$ cat src/rtl/alu_pkg.sv
// Shared definitions for the shared-ALU scheduler: widths, opcode map,
// FSM encoding and the flag bundle returned with every result.
package alu_pkg;

    localparam int DEF_BUS_WIDTH = 16;
    localparam int DEF_CNT_WIDTH = 8;

    localparam logic [3:0] OP_ADD       = 4'd0;
    localparam logic [3:0] OP_SUB       = 4'd1;
    localparam logic [3:0] OP_AND       = 4'd2;
    localparam logic [3:0] OP_OR        = 4'd3;
    localparam logic [3:0] OP_XOR       = 4'd4;
    localparam logic [3:0] OP_NOT       = 4'd5;
    localparam logic [3:0] OP_SHL       = 4'd6;
    localparam logic [3:0] OP_SHR       = 4'd7;
    localparam logic [3:0] OP_INC       = 4'd8;
    localparam logic [3:0] OP_DEC       = 4'd9;
    localparam logic [3:0] OP_MAX_VALID = OP_DEC;

    typedef enum logic [1:0] {
        S_IDLE = 2'd0,
        S_EXEC = 2'd1,
        S_RESP = 2'd2
    } state_t;

    // Bit order matches the rsp_flags port: {carry_out, borrow, zero, parity, invalid_op}
    typedef struct packed {
        logic carry_out;
        logic borrow;
        logic zero;
        logic parity;
        logic invalid_op;
    } alu_flags_t;

    function automatic logic op_is_invalid(input logic [3:0] op);
        return op > OP_MAX_VALID;
    endfunction

endpackage

$ cat src/rtl/alu_share_sched_if.sv
// Request/response bundle between the two issuers, the response consumer
// and the shared-ALU scheduler.
interface alu_share_sched_if #(
    parameter int BUS_WIDTH = 16,
    parameter int CNT_WIDTH = 8
);
    logic [1:0]             req_valid;
    logic [1:0]             req_ready;
    logic [2*BUS_WIDTH-1:0] req_a;
    logic [2*BUS_WIDTH-1:0] req_b;
    logic [1:0]             req_cin;
    logic [7:0]             req_op;
    logic                   rsp_valid;
    logic                   rsp_ready;
    logic                   rsp_id;
    logic [BUS_WIDTH-1:0]   rsp_y;
    logic [4:0]             rsp_flags;
    logic [CNT_WIDTH-1:0]   invalid_cnt;
    logic                   busy;

    modport master (
        output req_valid, req_a, req_b, req_cin, req_op, rsp_ready,
        input  req_ready, rsp_valid, rsp_id, rsp_y, rsp_flags, invalid_cnt, busy
    );

    modport slave (
        input  req_valid, req_a, req_b, req_cin, req_op, rsp_ready,
        output req_ready, rsp_valid, rsp_id, rsp_y, rsp_flags, invalid_cnt, busy
    );
endinterface

$ cat src/rtl/AlU_Nbit.sv
// Combinational N-bit ALU: ten operations plus carry/borrow/zero/parity flags.
// Opcodes above OP_MAX_VALID produce y=0 and raise invalid_op.
module AlU_Nbit
    import alu_pkg::*;
#(
    parameter int BUS_WIDTH = DEF_BUS_WIDTH
) (
    input  logic [BUS_WIDTH-1:0] a,
    input  logic [BUS_WIDTH-1:0] b,
    input  logic                 carry_in,
    input  logic [3:0]           opcode,
    output logic [BUS_WIDTH-1:0] y,
    output logic                 carry_out,
    output logic                 borrow,
    output logic                 zero,
    output logic                 parity,
    output logic                 invalid_op
);

    logic [BUS_WIDTH:0] ext;
    logic [BUS_WIDTH:0] cin_ext;

    assign cin_ext = {{BUS_WIDTH{1'b0}}, carry_in};

    always_comb begin
        ext       = '0;
        y         = '0;
        carry_out = 1'b0;
        borrow    = 1'b0;
        case (opcode)
            OP_ADD: begin
                ext       = {1'b0, a} + {1'b0, b} + cin_ext;
                y         = ext[BUS_WIDTH-1:0];
                carry_out = ext[BUS_WIDTH];
            end
            // The extra top bit of the widened difference is the borrow
            OP_SUB: begin
                ext    = {1'b0, a} - {1'b0, b} - cin_ext;
                y      = ext[BUS_WIDTH-1:0];
                borrow = ext[BUS_WIDTH];
            end
            OP_AND: y = a & b;
            OP_OR:  y = a | b;
            OP_XOR: y = a ^ b;
            OP_NOT: y = ~a;
            OP_SHL: begin
                y         = {a[BUS_WIDTH-2:0], 1'b0};
                carry_out = a[BUS_WIDTH-1];
            end
            OP_SHR: begin
                y         = {1'b0, a[BUS_WIDTH-1:1]};
                carry_out = a[0];
            end
            OP_INC: begin
                ext       = {1'b0, a} + (BUS_WIDTH+1)'(1);
                y         = ext[BUS_WIDTH-1:0];
                carry_out = ext[BUS_WIDTH];
            end
            OP_DEC: begin
                ext    = {1'b0, a} - (BUS_WIDTH+1)'(1);
                y      = ext[BUS_WIDTH-1:0];
                borrow = ext[BUS_WIDTH];
            end
            default: y = '0;
        endcase
        zero       = (y == '0);
        parity     = ^y;
        invalid_op = op_is_invalid(opcode);
    end

endmodule

$ cat src/rtl/alu_share_sched_rr_arb2.sv
// Two-way round-robin arbiter: a lone requester always wins; on a tie the
// requester named by prio wins.
module rr_arb2 (
    input  logic [1:0] req,
    input  logic       prio,
    output logic [1:0] grant
);

    always_comb begin
        grant = 2'b00;
        case (req)
            2'b01:   grant = 2'b01;
            2'b10:   grant = 2'b10;
            2'b11:   grant = prio ? 2'b10 : 2'b01;
            default: grant = 2'b00;
        endcase
    end

endmodule

$ cat src/rtl/alu_share_sched.sv
// Time-shares one AlU_Nbit between two requesters: IDLE grants and captures
// operands, EXEC latches the ALU result, RESP holds it until consumed.
module alu_share_sched
    import alu_pkg::*;
#(
    parameter int BUS_WIDTH = DEF_BUS_WIDTH,
    parameter int CNT_WIDTH = DEF_CNT_WIDTH
) (
    input logic              clk,
    input logic              rst,
    alu_share_sched_if.slave bus
);

    state_t               state_q, state_d;
    logic                 prio_q, prio_d;
    logic                 id_q, id_d;
    logic [BUS_WIDTH-1:0] a_q, a_d;
    logic [BUS_WIDTH-1:0] b_q, b_d;
    logic                 cin_q, cin_d;
    logic [3:0]           op_q, op_d;
    logic                 rsp_valid_q, rsp_valid_d;
    logic                 rsp_id_q, rsp_id_d;
    logic [BUS_WIDTH-1:0] rsp_y_q, rsp_y_d;
    alu_flags_t           rsp_flags_q, rsp_flags_d;
    logic [CNT_WIDTH-1:0] cnt_q, cnt_d;
    logic                 busy_q, busy_d;

    logic [1:0]           grant;
    logic                 gid;
    logic [BUS_WIDTH-1:0] alu_y;
    alu_flags_t           alu_flags;

    rr_arb2 u_arb (
        .req   (bus.req_valid),
        .prio  (prio_q),
        .grant (grant)
    );

    AlU_Nbit #(.BUS_WIDTH(BUS_WIDTH)) u_alu (
        .a          (a_q),
        .b          (b_q),
        .carry_in   (cin_q),
        .opcode     (op_q),
        .y          (alu_y),
        .carry_out  (alu_flags.carry_out),
        .borrow     (alu_flags.borrow),
        .zero       (alu_flags.zero),
        .parity     (alu_flags.parity),
        .invalid_op (alu_flags.invalid_op)
    );

    assign gid = grant[1];

    // Grants are only visible while IDLE; a waiting request simply stays pending
    assign bus.req_ready   = (state_q == S_IDLE) ? grant : 2'b00;
    assign bus.rsp_valid   = rsp_valid_q;
    assign bus.rsp_id      = rsp_id_q;
    assign bus.rsp_y       = rsp_y_q;
    assign bus.rsp_flags   = rsp_flags_q;
    assign bus.invalid_cnt = cnt_q;
    assign bus.busy        = busy_q;

    always_comb begin
        state_d     = state_q;
        prio_d      = prio_q;
        id_d        = id_q;
        a_d         = a_q;
        b_d         = b_q;
        cin_d       = cin_q;
        op_d        = op_q;
        rsp_valid_d = rsp_valid_q;
        rsp_id_d    = rsp_id_q;
        rsp_y_d     = rsp_y_q;
        rsp_flags_d = rsp_flags_q;
        cnt_d       = cnt_q;
        busy_d      = busy_q;
        case (state_q)
            S_IDLE: begin
                if (grant != 2'b00) begin
                    a_d     = gid ? bus.req_a[2*BUS_WIDTH-1:BUS_WIDTH] : bus.req_a[BUS_WIDTH-1:0];
                    b_d     = gid ? bus.req_b[2*BUS_WIDTH-1:BUS_WIDTH] : bus.req_b[BUS_WIDTH-1:0];
                    cin_d   = bus.req_cin[gid];
                    op_d    = gid ? bus.req_op[7:4] : bus.req_op[3:0];
                    id_d    = gid;
                    prio_d  = ~gid;
                    busy_d  = 1'b1;
                    state_d = S_EXEC;
                end
            end
            S_EXEC: begin
                rsp_y_d     = alu_y;
                rsp_flags_d = alu_flags;
                rsp_id_d    = id_q;
                rsp_valid_d = 1'b1;
                if (alu_flags.invalid_op && (cnt_q != '1)) begin
                    cnt_d = cnt_q + CNT_WIDTH'(1);
                end
                state_d = S_RESP;
            end
            // Result registers are deliberately left holding the last response
            S_RESP: begin
                if (bus.rsp_ready) begin
                    rsp_valid_d = 1'b0;
                    busy_d      = 1'b0;
                    state_d     = S_IDLE;
                end
            end
            default: begin
                rsp_valid_d = 1'b0;
                busy_d      = 1'b0;
                state_d     = S_IDLE;
            end
        endcase
    end

    always_ff @(posedge clk or posedge rst) begin
        if (rst) begin
            state_q     <= S_IDLE;
            prio_q      <= 1'b0;
            id_q        <= 1'b0;
            a_q         <= '0;
            b_q         <= '0;
            cin_q       <= 1'b0;
            op_q        <= '0;
            rsp_valid_q <= 1'b0;
            rsp_id_q    <= 1'b0;
            rsp_y_q     <= '0;
            rsp_flags_q <= '0;
            cnt_q       <= '0;
            busy_q      <= 1'b0;
        end else begin
            state_q     <= state_d;
            prio_q      <= prio_d;
            id_q        <= id_d;
            a_q         <= a_d;
            b_q         <= b_d;
            cin_q       <= cin_d;
            op_q        <= op_d;
            rsp_valid_q <= rsp_valid_d;
            rsp_id_q    <= rsp_id_d;
            rsp_y_q     <= rsp_y_d;
            rsp_flags_q <= rsp_flags_d;
            cnt_q       <= cnt_d;
            busy_q      <= busy_d;
        end
    end

endmodule
$ cat src/flat_wrapper.sv
// flat-port wrapper written by rule: the top's interface ports become plain ports
module alu_share_sched_flat import alu_pkg::*;
#(
    parameter int BUS_WIDTH = DEF_BUS_WIDTH,
    parameter int CNT_WIDTH = DEF_CNT_WIDTH
)
  (clk, rst, bus_req_valid, bus_req_a, bus_req_b, bus_req_cin, bus_req_op, bus_rsp_ready, bus_req_ready, bus_rsp_valid, bus_rsp_id, bus_rsp_y, bus_rsp_flags, bus_invalid_cnt, bus_busy);
  alu_share_sched_if #(.BUS_WIDTH(BUS_WIDTH), .CNT_WIDTH(CNT_WIDTH)) bus_i ();
  input logic clk;
  input logic rst;
  input wire logic [$bits(bus_i.req_valid)-1:0] bus_req_valid;
  input wire logic [$bits(bus_i.req_a)-1:0] bus_req_a;
  input wire logic [$bits(bus_i.req_b)-1:0] bus_req_b;
  input wire logic [$bits(bus_i.req_cin)-1:0] bus_req_cin;
  input wire logic [$bits(bus_i.req_op)-1:0] bus_req_op;
  input wire logic [$bits(bus_i.rsp_ready)-1:0] bus_rsp_ready;
  output wire logic [$bits(bus_i.req_ready)-1:0] bus_req_ready;
  output wire logic [$bits(bus_i.rsp_valid)-1:0] bus_rsp_valid;
  output wire logic [$bits(bus_i.rsp_id)-1:0] bus_rsp_id;
  output wire logic [$bits(bus_i.rsp_y)-1:0] bus_rsp_y;
  output wire logic [$bits(bus_i.rsp_flags)-1:0] bus_rsp_flags;
  output wire logic [$bits(bus_i.invalid_cnt)-1:0] bus_invalid_cnt;
  output wire logic [$bits(bus_i.busy)-1:0] bus_busy;
  assign bus_i.req_valid = bus_req_valid;
  assign bus_i.req_a = bus_req_a;
  assign bus_i.req_b = bus_req_b;
  assign bus_i.req_cin = bus_req_cin;
  assign bus_i.req_op = bus_req_op;
  assign bus_i.rsp_ready = bus_rsp_ready;
  assign bus_req_ready = bus_i.req_ready;
  assign bus_rsp_valid = bus_i.rsp_valid;
  assign bus_rsp_id = bus_i.rsp_id;
  assign bus_rsp_y = bus_i.rsp_y;
  assign bus_rsp_flags = bus_i.rsp_flags;
  assign bus_invalid_cnt = bus_i.invalid_cnt;
  assign bus_busy = bus_i.busy;
  alu_share_sched #(.BUS_WIDTH(BUS_WIDTH), .CNT_WIDTH(CNT_WIDTH)) u_core (.clk(clk), .rst(rst), .bus(bus_i));
endmodule
$ cat config.mk
export PLATFORM = sky130hd
export DESIGN_NAME = alu_share_sched_flat
export DESIGN_NICKNAME = d
export VERILOG_FILES = /design/src/rtl/alu_pkg.sv /design/src/rtl/alu_share_sched_if.sv /design/src/rtl/AlU_Nbit.sv /design/src/rtl/alu_share_sched_rr_arb2.sv /design/src/rtl/alu_share_sched.sv /design/src/flat_wrapper.sv
export SDC_FILE = /design/constraint.sdc
export NUM_CORES = 1
export LEC_CHECK = 0
export CORE_ASPECT_RATIO = 0.9
export CORE_MARGIN = 2
export CORE_UTILIZATION = 40
export DETAILED_ROUTE_END_ITERATION = 8
export PLACE_DENSITY = 0.72
export SETUP_SLACK_MARGIN = 0.3
export SLEW_MARGIN = 5
export SYNTH_ARGS = -nofsm -noshare
export SYNTH_HDL_FRONTEND = slang
export SYNTH_SLANG_ARGS = --single-unit
$ cat constraint.sdc
create_clock -name clk -period 5 [get_ports clk]
set_clock_uncertainty 0.1 [all_clocks]
set_input_delay 0.75 -clock clk [delete_from_list [all_inputs] [get_ports clk]]
set_output_delay 0.75 -clock clk [all_outputs]
set_load 0.05 [all_outputs]
# Word-level counts from Yosys, hierarchy flattened
# Index checks and enable logic that the tools add are counted.
# Widths: inputs -> output; s select.
# totals
regBits,73
in_bits,79
output_inout_bits,34
# classes
addsub,7
n_lt_le_gt_ge,2
eq_ne,17
n_mux,18
n_bitwise,7
reduce_logical,11
# ops
op,n
$pmux 16 s10,1
$mux 16,2
$add 16x1->17 const B,1
$add 16x16->17,1
$add 17x1->17,1
$sub 16x1->17 const B,1
$sub 16x16->17,1
$sub 17x1->17,1
$and 16x16->16,1
$eq 4x3->1 const B,4
$logic_not 16->1,1
$not 16->16,1
$or 16x16->16,1
$reduce_xor 16->1,1
$xor 16x16->16,1
$pmux 2 s3,2
$add 8x1->8 const B,1
$eq 4x2->1 const B,2
$eq 4x4->1 const B,2
$mux 2,4
$ne 8x8->1 const B,1
$reduce_and 2->1,4
$eq 2x2->1 const B,3
$pmux 1 s3,2
other kinds (15),22

# Logic depth before layout (Yosys ltp)
# Gate-level depths: netlist (run 1).
# logic_depth
ltp_word,5
depth_mapped,16
ltp_nobuf,15

# By module
# A second synthesis (run 1) with hierarchy kept.
# hier_totals
hier_cells,830
hier_area_um2,7367.1
# modules_own_cells
mod,n_inst,cells_per_inst,area_each_um2
AlU_Nbit,1,593,4231.6
alu_share_sched,1,234,3116.7
rr_arb2,1,3,18.8

# Worst setup path before layout (run 1)
# Ideal clock, no wire load.
# synth_path
path_kind,register -> register
startpoint,register u_core.a_q[0]
endpoint,register u_core.rsp_flags_q (netlist bit u_core.bus.rsp_flags[1])
setup_time_ns,0.135
arrival_ns,3.355
t_required_ns,4.765
slack_ns,1.410
path_stages_with_launch,15
synth_period_minus_slack_ns,3.590
cell_sequence,dfrtp_1 -> fa_1 -> inv_1 -> ha_1 -> o21ai_0 -> a21bo_2 -> a32oi_1 -> a31oi_1 -> mux2_2 -> a211oi_1 -> ha_1 -> xnor2_1 -> xnor2_1 -> xnor2_1 -> o21ai_0
# synth_between
elab_chain_cells,4
elab_cells_between_ends,12
classes_between,add/sub (6); mux (1); bitwise (4); reduce/logical (1)
# synth_lines
item,line_no,source
from (decl),alu_share_sched.sv:17,"logic [BUS_WIDTH-1:0] a_q, a_d;"
from (signal assigned),alu_share_sched.sv:121,a_q <= '0;
from (signal assigned),alu_share_sched.sv:135,a_q <= a_d;
$sub 16x16->17 / $add 16x16->17 (equally long branches),"AlU_Nbit.sv:38, AlU_Nbit.sv:32",
$sub 17x1->17 / $add 17x1->17 (equally long branches),"AlU_Nbit.sv:38, AlU_Nbit.sv:32",
$pmux 16 s10 *,AlU_Nbit.sv:30,case (opcode)
$reduce_xor 16->1 *,AlU_Nbit.sv:67,parity = ^y;
to (signal assigned),alu_share_sched.sv:142,rsp_flags_q <= rsp_flags_d;
to (decl),alu_share_sched.sv:24,"alu_flags_t rsp_flags_q, rsp_flags_d;"
# Every way passes the cells marked *; elsewhere a longest branch is shown, timed or not.
# A chain may end at the register's enable or synchronous reset.

# Final worst setup path (run 1)
# layout_path
startpoint,register u_core.a_q[8]
endpoint,register u_core.rsp_flags_q (netlist bit u_core.bus.rsp_flags[1])
# Same word-level chain as after synthesis.

==> flow_metrics.tcl, run 1 <==
set metrics [dict create \
    path_cells "inv_1, ha_1, a21oi_1, o21ai_0, a2111oi_0, a21oi_1, xor2_1, a211oi_1, ha_1, xnor2_1, xnor2_1, xnor2_1, o21ai_0" \
    final_cell_mix "clkdlybuf4s50_1, o21ai_0, nand2_1" \
    final_layout_size_suffix_gt1_share_pct 6.19 \
    fin_crit_sh_pct 84.3 \
    grt_start_max_net_pins 46 \
    post_cts_buffers 0 \
    fin_nets 1137 \
    worstSetupPathType "flip-flop to flip-flop" \
    setup-tns-final_ns 0 \
    drt_iter0_drc 872 \
    timing.fmax_mhz 237 \
    crit_buf_inv 1 \
    ctsHtreeMaxLevel 3 \
    setup_viol 0 \
    clock_latency_ns 0.35 \
    cts_buffers 9 \
    critPathMaxFanout 12 \
    clkTransAtPathRegs_ns 0.06 \
    synth-async-reset-ratio_pct 100 \
    crit_top_cell "xnor2_1" \
    syn_nets 1054 \
    wl_per_cell_um 19.1 \
    use_met2_pct 35.1 \
    hold_viol 0 \
    io_pins 113 \
    nFillCells 1775 \
    drv_slew 0 \
    die_x_um 147 \
    ys_types 81 \
    max_stage_delay_ns 0.65 \
    cts_buffer_depth 2 \
    gp_congestion 1.04 \
    vias_per_cell 5.95 \
    io_buffers 112 \
    grt_most_used_layer "met1" \
    final_common_cell "clkdlybuf4s50_1" \
    drt_pre_antenna_iters 5 \
    ys.flop_type "dfrtp_1" \
    core_area_mm2 0.0182 \
    area_delta_synth_final_pct 22.2 \
    cts-resized-gates 0 \
    dp_hpwl_mm 18.2 \
    synth.avg_cell_area_um2 8.23 \
    crit_slowest_cell "dfrtp_1" \
    hold_buffers 0 \
    start_util_pct 40.6 \
    route.vias.total 7319 \
    dp.cells 1215 \
    cts_tree "built" \
    grt_antenna_before_repair 0 \
    routed_wl_mm 23.5 \
    worstPathRequired_ns 5.12 \
    cap_violations 0 \
    overflow 0 \
    dieArea_mm2 0.0196 \
    grt_pass1_wl_mm 37.4 \
    rsz0062_at_grt "false" \
    grt_util_met1_pct 36.2 \
    insertedDiodeCount 0 \
    cp-end-kind "flip-flop" \
    critical_path_arrival_ns 4.33 \
    startpoint_type "flip-flop" \
    synth_area_mm2 0.00739 \
    drcViolationCount 0 \
    outcome "complete, no violations" \
    post-route-util_pct 49.5 \
    instances_no_fill 1231 \
    clockRootBuffer "clkbuf_16" \
    chipHeight_um 133 \
    rows 47 \
    synth-seq-area-share_pct 24.7 \
    gr-usage-met3_pct 4.38 \
    hold_class "flip-flop to flip-flop" \
    antenna_violating_nets_post_route 0 \
    synth_edf_count 0 \
    period_needed_ns 4.22 \
    ys_warn_count 0 \
    grtUsageTotal_pct 24.2 \
    relSlewSlack_pct 37.2 \
    synth-seq-cells 73 \
    cts.sinks 73 \
    syn_inst 898 \
    worst_slew_pin_slew_ns 0.941 \
    first_global_vias 6822 \
    cp_top_family "compound AO/OA/AOI/OAI gates" \
]
-- worst reg2reg max path: stages, from the launching register on --
cell and delay (ns):
dfrtp_1 0.65, inv_1 0.25, ha_1 0.46, a21oi_1 0.33, o21ai_0 0.21, a2111oi_0 0.53
a21oi_1 0.19, xor2_1 0.18, a211oi_1 0.33, ha_1 0.31, xnor2_1 0.17, xnor2_1 0.15
xnor2_1 0.13, o21ai_0 0.08
-- worst paths after layout --
kind,start,endpoint,slack (ns),cells after the start
setup / recovery,u_core.a_q[8],u_core.bus.rsp_flags[1],0.78,13
hold / removal,u_core.bus.rsp_y[8],u_core.bus.rsp_y[8],0.38,2
setup reg to reg,u_core.a_q[8],u_core.bus.rsp_flags[1],0.78,13
hold reg to reg,u_core.bus.rsp_y[8],u_core.bus.rsp_y[8],0.38,2
max in group asynchronous,rst,u_core.a_q[5],3.02,3
min in group asynchronous,rst,u_core.bus.invalid_cnt[6],0.83,2
-- synthesized netlist by cell type (all sizes together) (5+ instances only) --
| cell type | number | area share, % |
|---|---|---|
| o21ai | 87 | 5.9 |
| nand2 | 74 | 3.8 |
| dfrtp | 73 | 25 |
| ha | 73 | 12 |
| inv | 64 | 3.2 |
| a21oi | 53 | 3.6 |
| nor2 | 47 | 2.4 |
| mux2i | 36 | 4.9 |
| clkbuf | 33 | 1.8 |
| xnor2 | 31 | 3.7 |
| nor3 | 25 | 1.8 |
| buf | 23 | 1.6 |
| a22oi | 22 | 2.2 |
| nand3 | 15 | 1.0 |
| a211oi | 14 | 1.5 |
| nand2b | 14 | 1.2 |
| nor4 | 13 | 1.3 |
| a31oi | 12 | 1.0 |
| nand4 | 12 | 1.0 |
| o221ai | 11 | 1.3 |
| nor2b | 10 | 0.85 |
| xor2 | 10 | 1.2 |
| and2 | 9 | 0.76 |
| o211ai | 9 | 0.91 |
| nor3b | 7 | 0.71 |
| o21a | 7 | 0.71 |
| a21o | 6 | 0.61 |
| o22ai | 6 | 0.51 |
| or3 | 6 | 0.51 |
| mux2 | 5 | 0.76 |
| mux4 | 5 | 1.5 |
| nor4b | 5 | 0.59 |
-- layer usage --
layer  vias to the layer above  share of wire [%]
met4                         0                2.7
met3                        46                8.8
li1                       3450                  -
met2                       384                 42
met5                         -                  0
met1                      3439                 47
-- cell families (layout without fill, tap and decap cells) --
| family | count (synthesis) | in the layout | share of synthesized area [%] |
|---|---|---|---|
| compound gates | 278 | 278 | 24.5 |
| flops | 73 | 73 | 24.7 |
| fa+ha+maj | 77 | 77 | 13.4 |
| xor+xnor | 41 | 41 | 4.86 |
| simple gates | 262 | 262 | 18.6 |
| buf+inv | 121 | 209 | 6.74 |
| mux | 46 | 46 | 7.16 |
-- flip-flops by register name (all words and copies together), names as in the netlist --
register / flops
u_core.a_q: 16
u_core.bus.invalid_cnt: 8
u_core.prio_q: 1
u_core.cin_q: 1
u_core.b_q: 16
u_core.state_q: 2
u_core.id_q: 1
u_core.bus.rsp_valid: 1
u_core.bus.rsp_flags: 5
u_core.bus.rsp_id: 1
u_core.bus.busy: 1
u_core.op_q: 4
u_core.bus.rsp_y: 16
-- metrics by stage --
stage / area [um2] / setup WS (ns) / hold WS (ns)
after floorplan: 7390 / 1.41 / 0.368
after global placement: 8710 / 0.917 / 0.363
after detailed placement: 8710 / 0.833 / 0.371
after CTS: 9030 / 0.817 / 0.383
after global routing: 9030 / 0.482 / 0.400
final: 9030 / 0.784 / 0.376
-- area by class of cell --
| cell class | instances | area (um2) | area share (%) |
|---|---|---|---|
| Clock buffer | 11 | 243 | 2.69 |
| Inverter | 65 | 244 | 2.70 |
| Timing Repair Buffer | 128 | 1240 | 13.7 |
| Multi-Input combinational cell | 704 | 5090 | 56.4 |
| Sequential cell | 73 | 1830 | 20.2 |
| Tap cell | 245 | 307 | 3.39 |
| Clock inverter | 5 | 78.8 | 0.873 |
Power of run 1 is left out: the tool's default activity adds up to more than one toggle a clock period on the data nets, which glitch-free logic cannot reach.
==> inputs of run 2 (changes only) <==
--- a/config.mk
+++ b/config.mk
@@ -9,7 +9,7 @@
 export CORE_MARGIN = 2
 export CORE_UTILIZATION = 40
 export DETAILED_ROUTE_END_ITERATION = 8
-export PLACE_DENSITY = 0.72
+export PLACE_DENSITY = 0.75
 export SETUP_SLACK_MARGIN = 0.3
 export SLEW_MARGIN = 5
 export SYNTH_ARGS = -nofsm -noshare
==> constraint.sdc (replaced) <==
create_clock -name clk -period 3.55 [get_ports clk]
set_clock_uncertainty 0.1 [all_clocks]
set_input_delay 0.5325 -clock clk [delete_from_list [all_inputs] [get_ports clk]]
set_output_delay 0.5325 -clock clk [all_outputs]
set_load 0.05 [all_outputs]
==> run 2 against run 1 <==
  * The flow now finishes with violations (setup timing)
  * Highest routed layer unchanged
  * Global-route usage up 3.3 points
  * Utilization increased by 6.4 points
  * Worst hold slack hardly changed
==> flow_metrics.tcl, run 2 (same netlist as run 1, synthesis figures left out) <==
set metrics [dict create \
    outcome "finished with violations" \
    violations "setup timing" \
    grt_pass1_wl_mm 41.7 \
    r2r_start "u_core.cin_q" \
    io_buffers 112 \
    drt_iter0_drc 748 \
    rows 47 \
    dp.cells 1323 \
    cts.sinks 73 \
    core_area_mm2 0.0182 \
    fin_nets 1253 \
    setup-tns-final_ns -0.0284 \
    crit_top_cell "xnor2_1" \
    critical_path_arrival_ns 3.71 \
    hold_class "flip-flop to flip-flop" \
    setup_viol 1 \
    r2r_setup_slack_ns -0.03 \
    holdPathEnd "u_core.bus.rsp_y[0]" \
    wl_per_cell_um 19.7 \
    hold_viol 0 \
    hold_buffers 0 \
    insertedDiodeCount 0 \
    crit_slowest_cell "fa_2" \
    startpoint_type "flip-flop" \
    grtUsageTotal_pct 27.5 \
    dp_hpwl_mm 21.1 \
    vias_per_cell 5.84 \
    clkTransAtPathRegs_ns 0.06 \
    worstSetupPathType "flip-flop to flip-flop" \
    overflow 0 \
    final_cell_mix "buf_4, clkdlybuf4s50_1, o21ai_0" \
    drv_slew 0 \
    io_pins 113 \
    relSlewSlack_pct 52.4 \
    routed_wl_mm 26.5 \
    reg2reg_depth 13 \
    cap_violations 0 \
    critPathMaxFanout 3 \
    first_global_vias 7523 \
    grt_antenna_before_repair 0 \
    fin_crit_sh_pct 101 \
    cts_tree "built" \
    final_common_cell "buf_4" \
    clock_latency_ns 0.36 \
    post-route-util_pct 56.0 \
    period_needed_ns 3.58 \
    gp_congestion 1.06 \
    cts_buffer_depth 2 \
    die_x_um 147 \
    area_delta_synth_final_pct 38.0 \
    chipHeight_um 133 \
    timing.fmax_mhz 279 \
    instances_no_fill 1346 \
    cts_buffers 9 \
    path_cells "inv_2, fa_2, fa_2, o211ai_1, nand3_1, a21boi_2, xnor2_1, a211oi_2, ha_1, xnor2_1, xnor2_1, xnor2_1, o21ai_1" \
    dieArea_mm2 0.0196 \
    worstReg2RegEnd "u_core.bus.rsp_flags[1]" \
    route.vias.total 7860 \
    ctsHtreeMaxLevel 3 \
    hold_slack_ns 0.376 \
    worstPathRequired_ns 3.68 \
    drt_pre_antenna_iters 6 \
    max_stage_delay_ns 0.44 \
    grt_start_max_net_pins 44 \
    hold_path.startpoint "u_core.bus.rsp_y[0]" \
    worst_slew_pin_slew_ns 0.713 \
    holdPathStages 2 \
    cp-end-kind "flip-flop" \
    antenna_violating_nets_post_route 0 \
    crit_buf_inv 1 \
    worst_slack_ns -0.0284 \
    start_util_pct 40.6 \
    clockRootBuffer "clkbuf_16" \
    drcViolationCount 0 \
    final_layout_size_suffix_gt1_share_pct 20.0 \
    cp_top_family "adder cells" \
    rsz0062_at_grt "true" \
]
-- run 2: cell count changes in the layout (fill, tap and decap cells not counted), moves of 4 or more --
cell	change
ha_4	+8
ha_2	+4
buf_12	+5
ha_1	-12
buf_4	+112
inv_1	-5
inv_2	+5
o21ai_0	-4
-- run 2: per-layer routing --
layer	global-route usage, %	wire length (um)	part of all wire (%)	vias to the layer above
li1	-	-	-	3685
met1	38.4	11900	45	3722
met2	39.2	10900	41	390
met3	8.31	2590	9.8	63
met4	11.9	1120	4.2	0
met5	0	0	0	-
-- run 2: tightest hold or removal path: cells and delay by family, from the launching register on --
kind,cells,cell delay (ns)
simple gates,1,0.05
flops,1,0.34
compound gates,1,0.06
-- run 2: cell type report --
type,instances,area [um2]
multi-input combinational,704,5340
inverter,65,245
clock buffer,10,229
tap,245,307
timing repair buffer,244,2170
sequential,73,1830
fill,1677,8030
clock inverter,5,81.3
-- run 2: worst max-delay path by stage --
stage,start,to,slack (ns),cells past startpoint
3_3_place_gp,u_core.cin_q,u_core.bus.rsp_flags[1],-0.01,14
3_5_place_dp,u_core.cin_q,u_core.bus.rsp_flags[1],-0.11,14
4_1_cts,u_core.cin_q,u_core.bus.rsp_flags[1],0.04,14
5_1_grt,u_core.a_q[0],u_core.bus.rsp_flags[1],-0.19,15
2_1_floorplan,u_core.a_q[0],u_core.bus.rsp_flags[1],0.22,14
6_report,u_core.cin_q,u_core.bus.rsp_flags[1],-0.03,13
-- run 2: timing repair --
item	in CTS	in global routing
pin swaps	12	22
hold endpoints to repair	0	0
setup buffers	2	6
gates resized for setup	10	23
setup endpoints to repair	2	2
-- run 2: per-stage QoR --
stage | setup slack, ns | area [um2]
finish | -0.0284 | 10200
global route | -0.194 | 10200
CTS | 0.0357 | 10100
detailed placement | -0.105 | 9670
global placement | -0.0114 | 9670
floorplan | 0.218 | 7490
Power of run 2 is left out for the same reason.
==> variant 1, RTL diff (settings of run 1) <==
Change the package constant `DEF_CNT_WIDTH` from 8 to 12.
--- a/src/rtl/alu_pkg.sv
+++ b/src/rtl/alu_pkg.sv
@@ -3,7 +3,7 @@
 package alu_pkg;
 
     localparam int DEF_BUS_WIDTH = 16;
-    localparam int DEF_CNT_WIDTH = 8;
+    localparam int DEF_CNT_WIDTH = 12;
 
     localparam logic [3:0] OP_ADD       = 4'd0;
     localparam logic [3:0] OP_SUB       = 4'd1;
Interface: changed (resized bus_invalid_cnt); port bits go from 113 to 117. No check against the original RTL was run, so the function may have changed too.
==> variant 1 against run 1 <==
Final area about the same; die area decreased by 0.46%; area after synthesis decreased by 0.47%; sequential cell count increased by 4; worst setup slack improved by 0.046 ns; wire length increased by 0.98%; critical endpoint unchanged; largest cell class unchanged.
Power is not shown: default switching activity piles up to over one toggle a cycle in this logic, so the estimate is an artifact.
==> variant 1: results (changes against run 1) <==
.. list-table::
   :header-rows: 1

   * - Metric
     - Value
   * - Number of optimization iterations in the first detailed-route pass
     - 5 (unchanged)
   * - Count of input and output buffers
     - 116 (was 112)
   * - Worst Tran Pin Value
     - 0.9893 ns (was 0.9410 ns)
   * - Hold-critical path endpoint
     - u_core.bus.rsp_y[5]$_DFFE_PP0P_ (was u_core.bus.rsp_y[8]$_DFFE_PP0P_)
   * - Number of cells traversed by the worst register-to-register path
     - 14 (was 13)
   * - Tot GR Track Use
     - 0.2478 (was 0.2420)
   * - DRC marker count from the first detailed-route iteration
     - 701 (was 872)
   * - Worst Path Max Fanout
     - 11 (was 12)
   * - Via count of the first global-routing pass
     - 6,706 (was 6,822)
   * - Placed wire-length estimate after detailed placement
     - 18,520 µm (was 18,180 µm)
   * - Slowest Stage Delay on Critical Path
     - 0.68 ns (was 0.65 ns)
   * - # nets final
     - 1,120 (was 1,137)
   * - Total number of vias
     - 6,981 (was 7,319)
   * - Global-route wire length before repair
     - 37,540 µm (was 37,450 µm)
   * - Worst flop-to-flop path startpoint
     - u_core.a_q[4]$_DFFE_PP0P_ (was u_core.a_q[8]$_DFFE_PP0P_)
   * - Wire length on met2
     - 10,070 µm (was 9849 µm)
   * - Layout cell share with drive strength beyond 1
     - 0.07224 (was 0.06187)
   * - Post-detailed-routing wire length
     - 23,770 µm (was 23,540 µm)
   * - Hold Startpoint
     - u_core.bus.rsp_y[5]$_DFFE_PP0P_ (was u_core.bus.rsp_y[8]$_DFFE_PP0P_)
   * - Worst Path Arrival
     - 4.28 ns (was 4.33 ns)
   * - Total nets after synthesis
     - 1,027 (was 1,054)
   * - Worst reg-to-reg setup slack
     - 0.83 ns (was 0.78 ns)
   * - Worst slack after detailed placement
     - 0.8784 ns (was 0.8330 ns)
   * - Total met3 wirelength after detailed routing
     - 1941 µm (was 2063 µm)
   * - Portion of the post-synthesis area used by sequential elements
     - 0.2619 (was 0.2471)
   * - Commonest cells post-synth
     - sky130_fd_sc_hd__nand2_1 (96), sky130_fd_sc_hd__dfrtp_1 (77), sky130_fd_sc_hd__ha_1 (73) (was sky130_fd_sc_hd__o21ai_0 (83), sky130_fd_sc_hd__nand2_1 (74), sky130_fd_sc_hd__dfrtp_1 (73), sky130_fd_sc_hd__ha_1 (73), sky130_fd_sc_hd__inv_1 (64))
   * - Status
     - complete, no violations (unchanged)
   * - Maximum number of pins on one net before global-route repair
     - 48 (was 46)
   * - Achievable Freq
     - 0.2398 GHz (was 0.2372 GHz)
   * - Largest cells by area after synthesis
     - sky130_fd_sc_hd__dfrtp_1 (26%), sky130_fd_sc_hd__ha_1 (12%), sky130_fd_sc_hd__o21ai_0 (4.9%) (was sky130_fd_sc_hd__dfrtp_1 (25%), sky130_fd_sc_hd__ha_1 (12%), sky130_fd_sc_hd__o21ai_0 (5.6%))
   * - Wire length on met1
     - 10,910 µm (was 10,980 µm)
   * - Worst path slowest cell
     - sky130_fd_sc_hd__a2111oi_0 (was sky130_fd_sc_hd__dfrtp_1)
   * - Routability congestion estimate
     - 0.9703 (was 1.042)
variant 1: changes by cell type after synthesis, sizes merged, moves of 6 or more:
cell	change
nand2	+23
clkbuf	-15
o22ai	+7
a21oi	-24
buf	+10
and2	-6
nor4	-10
a221oi	+7
xnor2	+10
nor2	-9
and3	+9
variant 1: cell families after synthesis:
| family | Yosys count | share of synthesized area |
|---|---|---|
| compound gates | 250 | 0.2353 |
| xor+xnor | 56 | 0.06666 |
| fa+ha+maj | 77 | 0.1350 |
| flops | 77 | 0.2619 |
| buf+inv | 114 | 0.06495 |
| simple gates | 259 | 0.1836 |
| mux | 38 | 0.05254 |
variant 1: metrics by stage:
stage          utilization  hold WS, ns  cell area [µm²]  instances
6_report            0.4959       0.3782             9040       1214
5_1_grt             0.4959       0.4039             9040       1214
4_1_cts             0.4959       0.3865             9040       1214
3_5_place_dp        0.4790       0.3708             8732       1198
3_3_place_gp        0.4790       0.3610             8732       1198
2_1_floorplan            -       0.3395             7358        871
variant 1: cell type report:
type / count / area, µm²
clock buffer: 10 / 239.0
inverter: 63 / 237.7
timing repair buffer: 133 / 1301
clock inverter: 6 / 68.82
fill: 1769 / 9190
sequential: 77 / 1927
tap: 245 / 306.5
multi-input combinational: 680 / 4960
variant 1: layer usage:
metal	global-route usage	up-vias
met5	0	-
met4	0.1020	0
met3	0.05103	44
met2	0.3667	328
met1	0.3525	3264
li1	-	3345
==> variant 2, RTL diff (settings of run 1) <==
Without the edit above. Encoding of `state_t`: now one-hot (3 bits for 3 states).
--- a/src/rtl/alu_pkg.sv
+++ b/src/rtl/alu_pkg.sv
@@ -17,10 +17,10 @@
     localparam logic [3:0] OP_DEC       = 4'd9;
     localparam logic [3:0] OP_MAX_VALID = OP_DEC;
 
-    typedef enum logic [1:0] {
-        S_IDLE = 2'd0,
-        S_EXEC = 2'd1,
-        S_RESP = 2'd2
+    typedef enum logic [2:0] {
+        S_IDLE = 3'b001,
+        S_EXEC = 3'b010,
+        S_RESP = 3'b100
     } state_t;
 
     // Bit order matches the rsp_flags port: {carry_out, borrow, zero, parity, invalid_op}
Formal check against the unedited RTL: no difference found for any inputs over 4 cycles, from zero or initial values and one cycle with rst high; so few cycles prove little.
==> variant 2 against run 1 <==
Worst setup slack got worse by 0.16 ns; sequential cell count increased by 1; final cell count is 0.32% lower; non-clock buffer count increased by 5; final area shrank 0.78%; global-route usage fell by 1.1 points; core utilization up 1.2 points; area after synthesis fell by 1.9%; wire length fell by 5.2%; worst hold slack got worse by 0.0010 ns; critical path type unchanged.
Power is not shown: default switching activity piles up to over one toggle a cycle in this logic, so the estimate is an artifact.
==> variant 2: results (changes against run 1) <==
.. list-table::
   :header-rows: 1

   * - Metric
     - Value
   * - Status
     - complete, no violations (unchanged)
   * - Headroom to the max-slew limit
     - 0.3135 (was 0.3718)
   * - Maximum number of pins on one net before global-route repair
     - 45 (was 46)
   * - Layout cell share with drive strength beyond 1
     - 0.06890 (was 0.06187)
   * - Slowest Stage Delay on Critical Path
     - 0.59 ns (was 0.65 ns)
   * - # nets final
     - 1,138 (was 1,137)
   * - Worst Path Max Fanout
     - 3 (was 12)
   * - Largest cells by area after synthesis
     - sky130_fd_sc_hd__dfrtp_1 (25%), sky130_fd_sc_hd__ha_1 (13%), sky130_fd_sc_hd__mux2i_1 (6.6%) (was sky130_fd_sc_hd__dfrtp_1 (25%), sky130_fd_sc_hd__ha_1 (12%), sky130_fd_sc_hd__o21ai_0 (5.6%))
   * - Worst flop-to-flop path startpoint
     - u_core.cin_q$_DFFE_PP0P_ (was u_core.a_q[8]$_DFFE_PP0P_)
   * - DRC marker count from the first detailed-route iteration
     - 960 (was 872)
   * - Worst Path Arrival
     - 4.48 ns (was 4.33 ns)
   * - Placed wire-length estimate after detailed placement
     - 17,350 µm (was 18,180 µm)
   * - Placed instance area
     - 8633 µm² (was 8710 µm²)
   * - Worst reg-to-reg setup slack
     - 0.63 ns (was 0.78 ns)
   * - Commonest cells post-synth
     - sky130_fd_sc_hd__nand2_1 (86), sky130_fd_sc_hd__o21ai_0 (80), sky130_fd_sc_hd__dfrtp_1 (73), sky130_fd_sc_hd__ha_1 (73), sky130_fd_sc_hd__inv_1 (67) (was sky130_fd_sc_hd__o21ai_0 (83), sky130_fd_sc_hd__nand2_1 (74), sky130_fd_sc_hd__dfrtp_1 (73), sky130_fd_sc_hd__ha_1 (73), sky130_fd_sc_hd__inv_1 (64))
   * - Mean area per synthesized cell
     - 8.169 µm² (was 8.233 µm²)
   * - Number of different library cells in the post-synthesis netlist
     - 72 (was 81)
   * - Vias per cell
     - 5.755 (was 5.946)
   * - Final cell count without fillers
     - 1,227 (was 1,231)
   * - Post-detailed-routing wire length
     - 22,310 µm (was 23,540 µm)
   * - Tot GR Track Use
     - 0.2311 (was 0.2420)
   * - Portion of the post-synthesis area used by sequential elements
     - 0.2554 (was 0.2471)
   * - Hold-critical path endpoint
     - u_core.bus.rsp_y[11]$_DFFE_PP0P_ (was u_core.bus.rsp_y[8]$_DFFE_PP0P_)
   * - Gate family responsible for the most delay along the worst path
     - adder cells (was compound AO/OA/AOI/OAI gates)
   * - Routability congestion estimate
     - 0.9861 (was 1.042)
   * - Global-route wire length before repair
     - 35,710 µm (was 37,450 µm)
   * - Number of optimization iterations in the first detailed-route pass
     - 7 (was 5)
   * - Total nets after synthesis
     - 1,044 (was 1,054)
   * - Post-synthesis to final-layout area growth
     - 23.53% (was 22.15%)
==> variant 2: cell types whose count changed after synthesis, moves of 5 or more <==
cell / change
sky130_fd_sc_hd__a21oi_1: -8
sky130_fd_sc_hd__a211oi_1: -7
sky130_fd_sc_hd__nand2_1: +12
sky130_fd_sc_hd__and2_1: -5
sky130_fd_sc_hd__o22ai_1: +7
sky130_fd_sc_hd__nor3b_1: -6
sky130_fd_sc_hd__nor2_1: +13
sky130_fd_sc_hd__buf_2: -5
sky130_fd_sc_hd__mux2i_1: +12
sky130_fd_sc_hd__nor3_1: -8
sky130_fd_sc_hd__xnor2_1: +7
sky130_fd_sc_hd__o221ai_1: -8
==> variant 2: metal layers <==
metal,vias up,share of wire,GRT usage,wire length (µm)
li1,3385,-,-,-
met1,3272,0.47,0.3482,10440
met2,366,0.41,0.3328,9123
met3,38,0.10,0.05502,2287
met4,0,0.020,0.05338,456
met5,-,0,0,0
==> variant 2: layout make-up <==
class                           count  share of cell area
Tap cell                          240             0.03351
Inverter                           68             0.02848
Clock buffer                       10             0.02667
Sequential cell                    74              0.2069
Multi-Input combinational cell    696              0.5536
Clock inverter                      6            0.008098
Timing Repair Buffer              133              0.1427
==> variant 2: kinds of logic after synthesis <==
| family | share of synthesized area |
|---|---|
| compound gates | 0.2297 |
| xor+xnor | 0.05795 |
| fa+ha+maj | 0.1369 |
| buf+inv | 0.06519 |
| flops | 0.2554 |
| mux | 0.08072 |
| simple gates | 0.1740 |
==> variant 2: repair_timing <==
item / CTS / global route
resized for setup: 0 / 4
hold buffers: 0 / 0
endpoints found under the setup margin: 0 / 1
setup buffers: 0 / 1
